### src/rtl/nibble_serial_adder.sv
// Multi-cycle wide adder: one shared 4-bit ripple-carry adder is stepped over NIBBLES slices, LSB first.
// Optional signed-overflow output is enabled by defining SADD_OVF_EN.

module bit_rca (
    output logic [3:0] sum,
    output logic       c4,
    input  logic [3:0] a,
    input  logic [3:0] b,
    input  logic       cin
);
    logic [4:0] c;

    always_comb begin
        c    = '0;
        sum  = '0;
        c[0] = cin;
        for (int unsigned i = 0; i < 4; i++) begin
            sum[i]   = a[i] ^ b[i] ^ c[i];
            c[i + 1] = (a[i] & b[i]) | (c[i] & (a[i] ^ b[i]));
        end
        c4 = c[4];
    end
endmodule

module nibble_serial_adder #(
    parameter int NIBBLES = 4
) (
    input  logic                   clk,
    input  logic                   rst_n,
    input  logic                   start,
    input  logic [4*NIBBLES-1:0]   a,
    input  logic [4*NIBBLES-1:0]   b,
    input  logic                   cin,
    output logic                   busy,
    output logic                   done,
    output logic [4*NIBBLES-1:0]   sum,
`ifdef SADD_OVF_EN
    output logic                   ovf,
`endif
    output logic                   cout
);
    localparam int W  = 4 * NIBBLES;
    localparam int IW = (NIBBLES > 1) ? $clog2(NIBBLES) : 1;
    localparam logic [IW-1:0] LAST = IW'(NIBBLES - 1);

    typedef enum logic [1:0] {IDLE, RUN, DONE} state_t;

    state_t          state_q, state_d;
    logic [W-1:0]    a_q, a_d, b_q, b_d, acc_q, acc_d, sum_q, sum_d;
    logic [IW-1:0]   idx_q, idx_d;
    logic            carry_q, carry_d, cout_q, cout_d;
    logic            busy_q, busy_d, done_q, done_d;
    logic            ovf_q, ovf_d;

    logic [3:0]      nib_a, nib_b, nib_s;
    logic            nib_c4;

    bit_rca u_rca (
        .sum (nib_s),
        .c4  (nib_c4),
        .a   (nib_a),
        .b   (nib_b),
        .cin (carry_q)
    );

    always_comb begin
        nib_a = '0;
        nib_b = '0;
        acc_d = acc_q;
        for (int unsigned i = 0; i < NIBBLES; i++) begin
            if (idx_q == i[IW-1:0]) begin
                nib_a             = a_q[4*i +: 4];
                nib_b             = b_q[4*i +: 4];
                acc_d[4*i +: 4]   = nib_s;
            end
        end
    end

    always_comb begin
        state_d = state_q;
        a_d     = a_q;
        b_d     = b_q;
        idx_d   = idx_q;
        carry_d = carry_q;
        sum_d   = sum_q;
        cout_d  = cout_q;
        ovf_d   = ovf_q;
        done_d  = 1'b0;

        case (state_q)
            IDLE, DONE: begin
                if (start) begin
                    a_d     = a;
                    b_d     = b;
                    carry_d = cin;
                    idx_d   = '0;
                    state_d = RUN;
                end else begin
                    state_d = IDLE;
                end
            end
            RUN: begin
                carry_d = nib_c4;
                if (idx_q == LAST) begin
                    // acc_d already holds the top nibble, so the result is complete this cycle
                    sum_d   = acc_d;
                    cout_d  = nib_c4;
                    ovf_d   = (a_q[W-1] == b_q[W-1]) && (acc_d[W-1] != a_q[W-1]);
                    done_d  = 1'b1;
                    state_d = DONE;
                end else begin
                    idx_d = idx_q + 1'b1;
                end
            end
            default: state_d = IDLE;
        endcase

        busy_d = (state_d == RUN);
    end

    always_ff @(posedge clk or negedge rst_n) begin
        if (!rst_n) begin
            state_q <= IDLE;
            a_q     <= '0;
            b_q     <= '0;
            acc_q   <= '0;
            idx_q   <= '0;
            carry_q <= 1'b0;
            sum_q   <= '0;
            cout_q  <= 1'b0;
            ovf_q   <= 1'b0;
            busy_q  <= 1'b0;
            done_q  <= 1'b0;
        end else begin
            state_q <= state_d;
            a_q     <= a_d;
            b_q     <= b_d;
            acc_q   <= (state_q == RUN) ? acc_d : acc_q;
            idx_q   <= idx_d;
            carry_q <= carry_d;
            sum_q   <= sum_d;
            cout_q  <= cout_d;
            ovf_q   <= ovf_d;
            busy_q  <= busy_d;
            done_q  <= done_d;
        end
    end

    assign busy = busy_q;
    assign done = done_q;
    assign sum  = sum_q;
    assign cout = cout_q;
`ifdef SADD_OVF_EN
    assign ovf  = ovf_q;
`else
    logic unused_ovf;
    assign unused_ovf = ovf_q;
`endif
endmodule

### config.mk
export PLATFORM = sky130hd
export DESIGN_NAME = nibble_serial_adder
export DESIGN_NICKNAME = d
export VERILOG_FILES = /design/src/rtl/nibble_serial_adder.sv
export SDC_FILE = /design/constraint.sdc
export NUM_CORES = 1
export LEC_CHECK = 0
export ABC_AREA = 1
export ABC_CLOCK_PERIOD_IN_PS = 3300
export BUFFER_PORTS_ARGS = -buffer_cell sky130_fd_sc_hd__buf_2
export CAP_MARGIN = 25
export CORE_ASPECT_RATIO = 1.75
export CORE_UTILIZATION = 35
export DETAILED_ROUTE_END_ITERATION = 10
export PLACE_DENSITY_LB_ADDON = 0.12
export SKIP_LAST_GASP = 1
export SYNTH_ARGS = -nofsm -noshare
export SYNTH_HDL_FRONTEND = slang
export SYNTH_SLANG_ARGS = --single-unit
### constraint.sdc
create_clock -name clk -period 3.3 [get_ports clk]
set_input_delay 0 -clock clk [delete_from_list [all_inputs] [get_ports clk]]
set_output_delay 0 -clock clk [all_outputs]
set_load 0.1 [all_outputs]
---- Word level (Yosys, flattened, before mapping) ----
Cells that the tools add are included.
cells by class
  eq/ne operators ......................... 8
  reduce and logical (&&, ||, !) cells .... 8
  $add $sub $neg .......................... 1
  muxes and demuxes ....................... 22
  bitwise logic cells ..................... 20
operators with widths
  kind                                                                   number
  4-bit 2-to-1 mux                                                       12
  1-bit AND                                                              8
  2-bit one-hot mux with 2 select lines                                  2
  1-bit bitwise XOR                                                      8
  2-bit by 1-bit equality test with 1-bit output, second input constant  3
  2-bit equality test, second input constant                             3
  2-bit 2-to-1 mux                                                       3
  2-bit AND reduction                                                    3
  2-bit zero test                                                        2
  1-bit 2-to-1 mux                                                       4
  2-bit != test, second input constant                                   2
  1-bit OR                                                               4
  3-bit AND reduction                                                    1
  2-bit by 1-bit adder with 2-bit output, second input constant          1
  1-bit one-hot mux with 2 select lines                                  1
  2-bit nonzero test                                                     1
  2-bit OR reduction                                                     1
word-level totals
  input bits .............................. 36
  register bits after elaboration ......... 72
  output and inout port bits .............. 19
  word-level logic and storage cells ...... 69

---- Logic depth before layout (Yosys ltp) ----
Gate-level depths: netlist (run 1).
  word-level depth ........................ 15
  mapped depth ............................ 17
  depth with buffers taken out ............ 16

---- Cells and area by module ----
From an unflattened synthesis (run 1), not the netlist that was laid out.
unflattened totals
  cell total of the unflattened synthesis .. 397
  area, all modules ....................... 3228.1 um^2
by module, submodules not included
  module               area each (um^2)  times used  sequential area each (um^2)  cells each
  nibble_serial_adder  3110.5            1           1701.6                       383
  bit_rca              117.6             1           0.0                          14

---- Least setup slack after synthesis (run 1) ----
No wires, ideal clock.
  path kind ............................... reg-to-reg
  start ................................... reg idx_q[0]
  end ..................................... reg acc_q[7]
  buffers on the path ..................... 1
  slack ................................... 0.174 ns
  period minus slack after synthesis ...... 3.126 ns
  data required time ...................... 3.174 ns
  cell stages (with the launch flop) ...... 16
  arrival time ............................ 3.000 ns
  library setup time ...................... 0.126 ns
  cells stage by stage .................... dfrtp_1 inv_1 ha_1 buf_2 a21oi_1 nand2_1 a21boi_0 fa_1 inv_1 fa_1 fa_1 fa_1 nand2_1 o21ai_0 nand2_1 o21ai_0
between the ends
  cells in the longest elaborated chain, start to end .. 14
  elaborated cells on any way between the ends .. 27
  classes of those cells .................. eq/ne (3); mux (9); bitwise (14); reduce/logical (1)
RTL lines
  element                         RTL line  RTL
  from (decl)                     50        logic [IW-1:0] idx_q, idx_d;
  from (signal assigned)          139       idx_q <= idx_d;
  2-bit zero test                 71        if (idx_q == i[IW-1:0]) begin
  4-bit 2-to-1 mux (4 in series)  71
  1-bit bitwise XOR               19        c[i + 1] = (a[i] & b[i]) | (c[i] & (a[i] ^ b[i]));
  1-bit AND                       19
  1-bit OR                        19
  1-bit AND                       19
  1-bit OR                        19
  1-bit AND                       19
  1-bit OR                        19
  1-bit bitwise XOR               18        sum[i] = a[i] ^ b[i] ^ c[i];
  4-bit 2-to-1 mux (*)            71
  to (signal assigned)            138       acc_q <= (state_q == RUN) ? acc_d : acc_q;
  to (decl)                       49        logic [W-1:0] a_q, a_d, b_q, b_d, acc_q, acc_d, sum_q, sum_d;
Mark *: on every way between the ends. The rest lies on a longest branch, timed or not.
A chain may end at the register's enable or synchronous reset.

---- Worst setup path in the final report (run 1) ----
  start ................................... reg idx_q[1]
  end ..................................... reg acc_q[11]
The elaborated chain is that of the path after synthesis.

==> summary.md, run 1 <==
| Metric | Value |
|---|---|
| Ys async rst share | `1.000` |
| Post-Syn Area | `3110 µm²` |
| Final Setup Violations | `0` |
| Fillers | `897` |
| Max Cap Viol | `0` |
| Crit path max fanout | `7` |
| Largest net degree at the start of global routing | `38` |
| # rows | `45` |
| Worst-margin pin slew | `0.6280 ns` |
| Synth unique cells | `20` |
| Vias in the first global route | `2648` |
| Routability cong. | `0.7731` |
| Routed WL | `7.577 mm` |
| Top-area cell type share of the netlist area | `0.5471` |
| H-tree levels | `3` |
| Area leader, netlist | `dfrtp_1` |
| Slew Viols, Final | `0` |
| Status | `complete, no violations` |
| Synth top cells by count | `nand2_1, dfrtp_1, o21ai_0` |
| Hold Path Class | `in2async` |
| Count leader, synth | `nand2_1` |
| Initial core utilization | `0.3587` |
| CP Capture Type | `flop` |
| Initial antenna violation count | `0` |
| Core box area | `8671 µm²` |
| Startpoint type of the worst setup path | `flop` |
| Mapped Cells | `387` |
| Antenna cells | `0` |
| DPL Wire Length | `5.481 mm` |
| Syn. warnings | `0` |
| Clock Latency Late Sink | `0.33 ns` |
| Remaining global-route overflow | `0` |
| WP data required | `3.55 ns` |
| Layout cells sized above 1 | `0.2000` |
| Clock slew at reported path FFs | `0.05 ns` |
| # DRC | `0` |
| Final-stage net count | `529` |
| Slew margin rel. | `0.5799` |
| FMAX | `322.6 MHz` |
| Number of enable flip-flop cells after synthesis | `0` |
| Crit Path Category | `reg2reg` |
| Initial DRT Pass Iterations | `4` |
| Initial DRC count | `102` |
| Clock sink count | `68` |
| Setup Total Neg Slack | `0 ns` |
| Die area | `9283 µm²` |
| Seq/Total Area, Yosys | `0.5471` |
| DRT antenna net count | `0` |
| Top FF cell, synth | `dfrtp_1` |
| CTS tree | `yes` |
| Routed via count | `2672` |
| Die height | `126.7 µm` |
| Clk buf depth | `2` |
| Net Count, Synth | `431` |
| PortBufs | `54` |
| Worst path arrival time | `3.35 ns` |
| Drt wl/cell | `12.48 µm` |
| Vias/cell | `4.402` |
| Clock root buffer | `clkbuf_16` |
| Top cells by area, synth | `dfrtp_1, nand2_1, o21ai_0` |
| Mean Syn Cell Area | `8.037 µm²` |
| RSZ-0062 raised after global routing | `false` |
| IO Pins | `55` |
| Die width | `73.26 µm` |
| Global-route wire length before repair | `12.67 mm` |
| Yosys reg bits | `68` |
| Worst Skew | `0.006017 ns` |
| Final Hold Viols | `0` |
| Syn-to-layout area delta | `35.40%` |
| Fin crit share | `0.9392` |
| Gr usage total | `0.1847` |
| Minimum clock period | `3.099 ns` |
| CTS buffer count | `9` |
[metrics by stage]
stage / instances / hold WS [ns] / instance area (µm²) / utilization / setup WS, ns
2_1_floorplan: 387 / -0.2956 / 3110 / - / 0.1741
4_1_cts: 605 / 0.1488 / 4161 / 0.4799 / 0.04676
5_1_grt: 607 / 0.1833 / 4212 / 0.4857 / 0.02265
3_3_place_gp: 555 / -0.03617 / 3538 / 0.4081 / 0.1299
6_report: 607 / 0.1372 / 4212 / 0.4857 / 0.2006
3_5_place_dp: 555 / -0.03053 / 3538 / 0.4081 / 0.05086
[what timing repair did]
action | in CTS | in global routing
hold endpoints to repair | 48 | 0
hold buffers | 34 | 0
gates resized for setup | 0 | 12
setup endpoints to repair | 0 | 7
buffers inserted | 0 | 2
[worst paths after layout]
check	slack [ns]	end	depth (start not counted)	start
max in group asynchronous	2.38	a_q[7]$_DFFE_PN0P_	3	rst_n
max reg2reg	0.20	acc_q[11]$_DFFE_PN0P_	15	idx_q[1]$_DFFE_PN0P_
min reg2reg	0.47	sum[2]$_DFFE_PN0P_	2	sum[2]$_DFFE_PN0P_
min in group clk	0.34	state_q[0]$_DFF_PN0_	3	start
max	0.20	acc_q[11]$_DFFE_PN0P_	15	idx_q[1]$_DFFE_PN0P_
min	0.14	idx_q[0]$_DFFE_PN0P_	2	rst_n
[area by class of cell]
| type | count | area (µm²) | area share |
|---|---|---|---|
| clock inverters | 1 | 5.005 | 0.001188 |
| flip-flops and latches | 68 | 1702 | 0.4040 |
| multi-input cells | 277 | 1259 | 0.2989 |
| well taps | 117 | 146.4 | 0.03476 |
| inverters | 27 | 102.6 | 0.02436 |
| repair buffers | 102 | 719.4 | 0.1708 |
| clock buffers | 15 | 277.8 | 0.06595 |
[cells in the final DEF (no fill, tap or decap), types with 9 or more instances in the layout]
master and count:
nand3_1 9, a21oi_1 12, inv_1 22, dfrtp_1 68
buf_2 54, buf_4 13, nand2_1 202, nor2_1 12
o21ai_0 28, clkbuf_16 9, dlygate4sd3_1 34
[state kept, by name, summed over array words and instances, names as in the netlist]
name and count:
a_q 16, acc_q 12, b_q 16, busy 1
carry_q 1, cout 1, done 1, idx_q 2
state_q 2, sum 16
[kinds of logic (layout without fill, tap and decap cells)]
kind of cell / after synthesis / in the layout / synth area share
simple gates: 228 / 228 / 0.2860
compound gates: 41 / 41 / 0.06677
fa+ha+maj: 8 / 8 / 0.04184
flops: 68 / 68 / 0.5471
buf+inv: 42 / 145 / 0.05833
[critical path, stage by stage, from the launching register on]
cell and delay [ns]:
dfrtp_1 0.41, buf_4 0.16, ha_4 0.16, buf_4 0.16
a21oi_1 0.12, nand2_1 0.09, nand2_1 0.08, fa_1 0.16
inv_1 0.05, fa_2 0.34, fa_2 0.36, fa_2 0.62
nand2_1 0.06, o21ai_0 0.09, nand2_1 0.07, o21ai_0 0.09
[layer usage]
metal  GRT usage  share of wire  vias up
met5           0              0        -
met4     0.07266          0.017        0
met3     0.04051          0.024       10
met2      0.3273           0.55       42
met1      0.2097           0.41     1237
li1            -              -     1383
Power of run 1 is not shown: default switching activity piles up to over one toggle a cycle in this logic, so the estimate is an artifact.
==> inputs of run 2 (changes only) <==
--- a/config.mk
+++ b/config.mk
@@ -7,11 +7,11 @@
 export LEC_CHECK = 0
 export ABC_AREA = 1
 export ABC_CLOCK_PERIOD_IN_PS = 3300
-export BUFFER_PORTS_ARGS = -buffer_cell sky130_fd_sc_hd__buf_2
 export CAP_MARGIN = 25
 export CORE_ASPECT_RATIO = 1.75
 export CORE_UTILIZATION = 35
 export DETAILED_ROUTE_END_ITERATION = 10
+export DONT_BUFFER_PORTS = 1
 export PLACE_DENSITY_LB_ADDON = 0.12
 export SKIP_LAST_GASP = 1
 export SYNTH_ARGS = -nofsm -noshare
==> summary.md, run 2 (synthesis results as in run 1) <==
| Metric | Value |
|---|---|
| Vias/cell | `4.512 (was 4.402)` |
| Slew margin rel. | `0.3659 (was 0.5799)` |
| Most used cell, CP | `fa_2 (was nand2_1)` |
| DRT antenna net count | `0 (unchanged)` |
| Initial DRT Pass Iterations | `4 (unchanged)` |
| Worst-margin pin slew | `0.9511 ns (was 0.6280 ns)` |
| Commonest non-fill, non-tap cell in the layout | `nand2_1 (unchanged)` |
| Critical Path Max Stage Delay | `0.62 ns (about the same)` |
| Vias in the first global route | `2559 (was 2648)` |
| Syn-to-layout area delta | `30.33% (was 35.40%)` |
| Remaining global-route overflow | `0 (unchanged)` |
| Worst r2r src | `idx_q[1]$_DFFE_PN0P_ (unchanged)` |
| # DRC | `0 (unchanged)` |
| Hold WS | `0.2099 ns (was 0.1372 ns)` |
| Clock sink count | `68 (unchanged)` |
| IO Pins | `55 (unchanged)` |
| Layout cells sized above 1 | `0.1273 (was 0.2000)` |
| CP Capture Type | `flop (unchanged)` |
| DPL Wire Length | `5.125 mm (was 5.481 mm)` |
| Core box area | `8671 µm² (unchanged)` |
| Die width | `73.26 µm (unchanged)` |
| Initial core utilization | `0.3587 (unchanged)` |
| # rows | `45 (unchanged)` |
| DR WL met2 | `3.858 mm (was 4.148 mm)` |
| R2r endpoint | `acc_q[7]$_DFFE_PN0P_ (was acc_q[11]$_DFFE_PN0P_)` |
| Hold Path Class | `in2async (unchanged)` |
| Status | `complete, no violations (unchanged)` |
| Routed WL | `7.580 mm (was 7.577 mm)` |
| Worst path cell trace | `buf_4 > ha_4 > buf_6 > a21oi_4 > nand2_2 > nand2_2 > fa_2 > inv_1 > fa_2 > fa_2 > fa_2 > nand2_1 > o21ai_1 > nand2_1 > o21ai_1 (was buf_4 > ha_4 > buf_4 > a21oi_1 > nand2_1 > nand2_1 > fa_1 > inv_1 > fa_2 > fa_2 > fa_2 > nand2_1 > o21ai_0 > nand2_1 > o21ai_0)` |
| Fillers | `888 (was 897)` |
| Die height | `126.7 µm (unchanged)` |
| Drt wl/cell | `13.61 µm (was 12.48 µm)` |
| Critical-path top delay cell | `fa_2 (unchanged)` |
| Routability cong. | `0.8011 (was 0.7731)` |
| Fin crit share | `0.9530 (was 0.9392)` |
| Die area | `9283 µm² (unchanged)` |
| Crit Path Category | `reg2reg (unchanged)` |
| Initial antenna violation count | `0 (unchanged)` |
| FMAX | `318.0 MHz (was 322.6 MHz)` |
| Max Cap Viol | `0 (unchanged)` |
| Slew Viols, Final | `0 (unchanged)` |
| Startpoint type of the worst setup path | `flop (unchanged)` |
| CTS buffer count | `9 (unchanged)` |
| Antenna cells | `0 (unchanged)` |
| Clock root buffer | `clkbuf_16 (unchanged)` |
| Clk buf depth | `2 (unchanged)` |
| DRT met1 WL | `3.258 mm (was 3.114 mm)` |
| Commonest non-fill, non-tap cells in the layout | `nand2_1, dfrtp_1, dlygate4sd3_1 (was nand2_1, dfrtp_1, buf_2)` |
| Worst path arrival time | `3.41 ns (was 3.35 ns)` |
| Worst Skew | `0.006579 ns (was 0.006017 ns)` |
| WP data required | `3.56 ns (was 3.55 ns)` |
| PortBufs | `0 (was 54)` |
| H-tree levels | `3 (unchanged)` |
| Final Setup Violations | `0 (unchanged)` |
| Clock slew at reported path FFs | `0.06 ns (was 0.05 ns)` |
| Initial DRC count | `132 (was 102)` |
| Final Hold Viols | `0 (unchanged)` |
| Clock Latency Late Sink | `0.33 ns (about the same)` |
| Minimum clock period | `3.145 ns (was 3.099 ns)` |
| Multi-input gate area | `1306 µm² (was 1259 µm²)` |
| CTS tree | `yes (unchanged)` |
| Gr usage total | `0.1826 (was 0.1847)` |
| Largest net degree at the start of global routing | `69 (was 38)` |
| Reg2reg path depth | `15 (unchanged)` |
| Register-to-register setup slack | `0.16 ns (was 0.20 ns)` |
| Global-route wire length before repair | `12.59 mm (was 12.67 mm)` |
| Crit path max fanout | `4 (was 7)` |
| Register area | `1704 µm² (was 1702 µm²)` |
| CP Launch Point | `idx_q[1]$_DFFE_PN0P_ (unchanged)` |
| Highest Signal Layer | `met4 (unchanged)` |
| Routed via count | `2513 (was 2672)` |
| Final-stage net count | `479 (was 529)` |
| Met3 Wirelength | `219 µm (was 185 µm)` |
run 2: cell types whose count changed in the layout (fill, tap and decap cells not counted), sizes merged:
cell    before  now
buf         68   18
clkinv       2    3
clkbuf      15   14
run 2: how the worst max path moves through the flow:
stage                                end  slack [ns]  cells past startpoint
floorplan           acc_q[7]$_DFFE_PN0P_        0.17                     15
global placement    acc_q[7]$_DFFE_PN0P_        0.09                     14
detailed placement  acc_q[7]$_DFFE_PN0P_       0.001                     14
CTS                 acc_q[7]$_DFFE_PN0P_        0.04                     15
global route        acc_q[7]$_DFFE_PN0P_       -0.02                     14
finish              acc_q[7]$_DFFE_PN0P_        0.16                     15
run 2: worst max-delay path: cells and delay by family (launching register included):
kind,cells,cell delay (ns)
compound gates,3,0.29
buf+inv,3,0.33
fa+ha+maj,5,1.75
flops,1,0.43
simple gates,4,0.27
run 2: through the flow:
step | instance area, µm² | std cells | setup slack [ns] | setup TNS (ns) | utilization
global placement | 3253 | 499 | 0.08695 | 0 | 0.3752
finish | 4054 | 557 | 0.1552 | 0 | 0.4675
global route | 4054 | 557 | -0.02328 | -0.04751 | 0.4675
detailed placement | 3253 | 499 | 0.001491 | 0 | 0.3752
floorplan | 3110 | 387 | 0.1741 | 0 | -
CTS | 3885 | 550 | 0.04114 | 0 | 0.4481
run 2: timing repair:
item | 4_1_cts | 5_1_grt
endpoints found under the hold margin | 101 | 0
hold buffers | 35 | 0
setup buffers | 0 | 7
pin swaps | 0 | 9
resized for setup | 1 | 32
endpoints found under the setup margin | 1 | 7
gates cloned | 0 | 0
run 2: layer usage:
layer	vias up	GRT usage
met5	-	0
met4	0	0.1038
met3	15	0.04210
met2	51	0.3012
met1	1167	0.2126
li1	1280	-
run 2: cell type report:
class | count | share of cell area
sequential | 68 | 0.4204
clock buffer | 14 | 0.06265
tap | 117 | 0.03611
timing repair buffer | 52 | 0.1309
inverter | 27 | 0.02531
clock inverter | 2 | 0.002469
multi-input combinational | 277 | 0.3222
Power of run 2 is left out for the same reason.
==> inputs of run 3 (changes only) <==
--- a/config.mk
+++ b/config.mk
@@ -5,7 +5,7 @@
 export SDC_FILE = /design/constraint.sdc
 export NUM_CORES = 1
 export LEC_CHECK = 0
-export ABC_AREA = 1
+export ABC_AREA = 0
 export ABC_CLOCK_PERIOD_IN_PS = 3300
 export CAP_MARGIN = 25
 export CORE_ASPECT_RATIO = 1.75
==> summary.md, run 3 <==
| Metric | Value |
|---|---|
| Status | `complete, no violations (unchanged)` |
| Clock sink count | `68 (unchanged)` |
| Clock Latency Late Sink | `0.33 ns (about the same)` |
| Worst r2r src | `idx_q[0]$_DFFE_PN0P_ (was idx_q[1]$_DFFE_PN0P_)` |
| Final-stage net count | `322 (was 479)` |
| Placed Cells | `348 (was 499)` |
| CP Buf/Inv Count | `1 (was 3)` |
| PortBufs | `0 (unchanged)` |
| Slew Viols, Final | `0 (unchanged)` |
| Final cell utilization of the core | `0.4487 (was 0.4675)` |
| Commonest non-fill, non-tap cells in the layout | `dfrtp_1, dlygate4sd3_1, mux2_4 (was nand2_1, dfrtp_1, dlygate4sd3_1)` |
| Clock slew at reported path FFs | `0.05 ns (was 0.06 ns)` |
| # rows | `45 (unchanged)` |
| CTS tree | `yes (unchanged)` |
| Die area | `9440 µm² (was 9283 µm²)` |
| Syn-to-layout area delta | `23.76% (was 30.33%)` |
| Largest net degree at the start of global routing | `69 (unchanged)` |
| WP data required | `3.53 ns (was 3.56 ns)` |
| Placed Instance Area | `3252 µm² (was 3253 µm²)` |
| DPL Wire Length | `4.568 mm (was 5.125 mm)` |
| Crit path max fanout | `7 (was 4)` |
| Initial antenna violation count | `0 (unchanged)` |
| Worst path arrival time | `3.30 ns (was 3.41 ns)` |
| # DRC | `0 (unchanged)` |
| Final instance area | `3916 µm² (was 4054 µm²)` |
| Mapped Cells | `235 (was 387)` |
| Drt wl/cell | `16.27 µm (was 13.61 µm)` |
| Most used cell, CP | `fa_1 (was fa_2)` |
| Critical-path top delay cell | `fa_2 (unchanged)` |
| Critical Path Max Stage Delay | `0.61 ns (was 0.62 ns)` |
| CP Capture Type | `flop (unchanged)` |
| Final Setup Violations | `0 (unchanged)` |
| Top cells by area, synth | `dfrtp_1, mux2_4, mux2_2 (was dfrtp_1, nand2_1, o21ai_0)` |
| Mean Syn Cell Area | `13.47 µm² (was 8.037 µm²)` |
| Top-area cell type share of the netlist area | `0.5378 (was 0.5471)` |
| Vias/cell | `4.728 (was 4.512)` |
| Layout cells sized above 1 | `0.2686 (was 0.1273)` |
| CTS buffer count | `9 (unchanged)` |
| Fin crit share | `0.9300 (was 0.9530)` |
| Clock root buffer | `clkbuf_16 (unchanged)` |
| Finished Layout Cells | `400 (was 557)` |
| Die width | `73.88 µm (was 73.26 µm)` |
| Minimum clock period | `3.069 ns (was 3.145 ns)` |
| Gr usage total | `0.1602 (was 0.1826)` |
| Antenna cells | `0 (unchanged)` |
| Syn. warnings | `0 (unchanged)` |
| Startpoint type of the worst setup path | `flop (unchanged)` |
| Vias in the first global route | `2000 (was 2559)` |
| Synth top cells by count | `dfrtp_1, mux2_4, nand2_1 (was nand2_1, dfrtp_1, o21ai_0)` |
| Clk buf depth | `2 (unchanged)` |
| Routed WL | `6.506 mm (was 7.580 mm)` |
| Setup Total Neg Slack | `0 ns (unchanged)` |
| DRT antenna net count | `0 (unchanged)` |
| Synth unique cells | `28 (was 20)` |
| Initial DRC count | `100 (was 132)` |
| Initial DRT Pass Iterations | `4 (unchanged)` |
| Routed via count | `1891 (was 2513)` |
| Register-to-register setup slack | `0.23 ns (was 0.16 ns)` |
| Post-Syn Area | `3164 µm² (was 3110 µm²)` |
| Seq/Total Area, Yosys | `0.5378 (was 0.5471)` |
| IO Pins | `55 (unchanged)` |
| Area leader, netlist | `dfrtp_1 (unchanged)` |
| Slew margin rel. | `0.3840 (was 0.3659)` |
| Crit Path Category | `reg2reg (unchanged)` |
| Max Cap Viol | `0 (unchanged)` |
| Global-route wire length before repair | `10.82 mm (was 12.59 mm)` |
| R2r endpoint | `sum[3]$_DFFE_PN0P_ (was acc_q[7]$_DFFE_PN0P_)` |
| H-tree levels | `3 (unchanged)` |
| Number of enable flip-flop cells after synthesis | `0 (unchanged)` |
| Count leader, synth | `dfrtp_1 (was nand2_1)` |
| FMAX | `325.8 MHz (was 318.0 MHz)` |
| Hold Path Class | `in2async (unchanged)` |
| Remaining global-route overflow | `0 (unchanged)` |
| Yosys reg bits | `68 (unchanged)` |
| Ys async rst share | `1.000 (unchanged)` |
| Setup bufs post-CTS | `0 (unchanged)` |
| Commonest non-fill, non-tap cell in the layout | `dfrtp_1 (was nand2_1)` |
| Core box area | `8727 µm² (was 8671 µm²)` |
| Worst path cell trace | `ha_1 > nand2b_2 > o221ai_2 > fa_1 > inv_1 > fa_1 > fa_1 > fa_2 > mux2i_1 > o21ai_0 (was buf_4 > ha_4 > buf_6 > a21oi_4 > nand2_2 > nand2_2 > fa_2 > inv_1 > fa_2 > fa_2 > fa_2 > nand2_1 > o21ai_1 > nand2_1 > o21ai_1)` |
| Worst Skew | `0.005928 ns (was 0.006579 ns)` |
| Die height | `127.8 µm (was 126.7 µm)` |
| Top FF cell, synth | `dfrtp_1 (unchanged)` |
| Reg2reg path depth | `10 (was 15)` |
| Final Hold Viols | `0 (unchanged)` |
| Worst-margin pin slew | `0.9240 ns (was 0.9511 ns)` |
| Initial core utilization | `0.3626 (was 0.3587)` |
| Net Count, Synth | `279 (was 431)` |
| CP delay by family, top | `adder cells (unchanged)` |
| Routability cong. | `0.8019 (was 0.8011)` |
[run 3: changes by cell type in the layout (fill, tap and decap cells not counted), moves of 5 or more]
cell	delta
mux2_2	+16
nor2_1	-11
o21ai_0	-6
mux2i_1	+10
nand3_1	-8
a21oi_1	-6
nand3b_1	+6
mux2_4	+30
inv_1	-12
nand2_1	-174
o22ai_1	+6
inv_2	-5
[run 3: timing repair]
item                                    4_1_cts  5_1_grt
endpoints found under the setup margin        0        7
hold endpoints to repair                    101        0
gates resized for setup                       0        6
hold buffers                                 36        0
[run 3: per-layer routing]
metal,wire length (µm),GRT usage
met1,2591,0.1909
met2,3559,0.2639
met3,217,0.04245
met4,138,0.07466
met5,0,0
[run 3: how the worst max path moves through the flow]
stage                                     from                   to  cells after the start
final                     idx_q[0]$_DFFE_PN0P_   sum[3]$_DFFE_PN0P_                     10
after global routing      idx_q[0]$_DFFE_PN0P_  sum[11]$_DFFE_PN0P_                     12
after CTS                 idx_q[1]$_DFFE_PN0P_   sum[3]$_DFFE_PN0P_                     11
after detailed placement  idx_q[1]$_DFFE_PN0P_   sum[3]$_DFFE_PN0P_                     11
after global placement    idx_q[1]$_DFFE_PN0P_  sum[15]$_DFFE_PN0P_                     10
after floorplan           idx_q[0]$_DFFE_PN0P_  sum[15]$_DFFE_PN0P_                     12
[run 3: cell families after synthesis]
group,synth area share
compound gates,0.07750
fa+ha+maj,0.04112
buf+inv,0.05220
flops,0.5378
mux,0.2309
simple gates,0.06050
[run 3: through the flow]
stage,hold WS (ns),setup WS [ns]
2_1_floorplan,-0.2956,0.06836
3_3_place_gp,-0.2931,0.06530
3_5_place_dp,-0.2933,0.05870
4_1_cts,0.2108,0.05061
5_1_grt,0.2407,-0.03867
6_report,0.2174,0.2310
[run 3: final cells by class]
class / instances / area, µm²
clock buffer: 14 / 254.0
multi-input combinational: 145 / 1325
inverter: 9 / 33.78
fill: 818 / 4811
sequential: 68 / 1702
clock inverter: 2 / 10.01
tap: 117 / 146.4
timing repair buffer: 45 / 445.4
Power of run 3 is left out for the same reason.
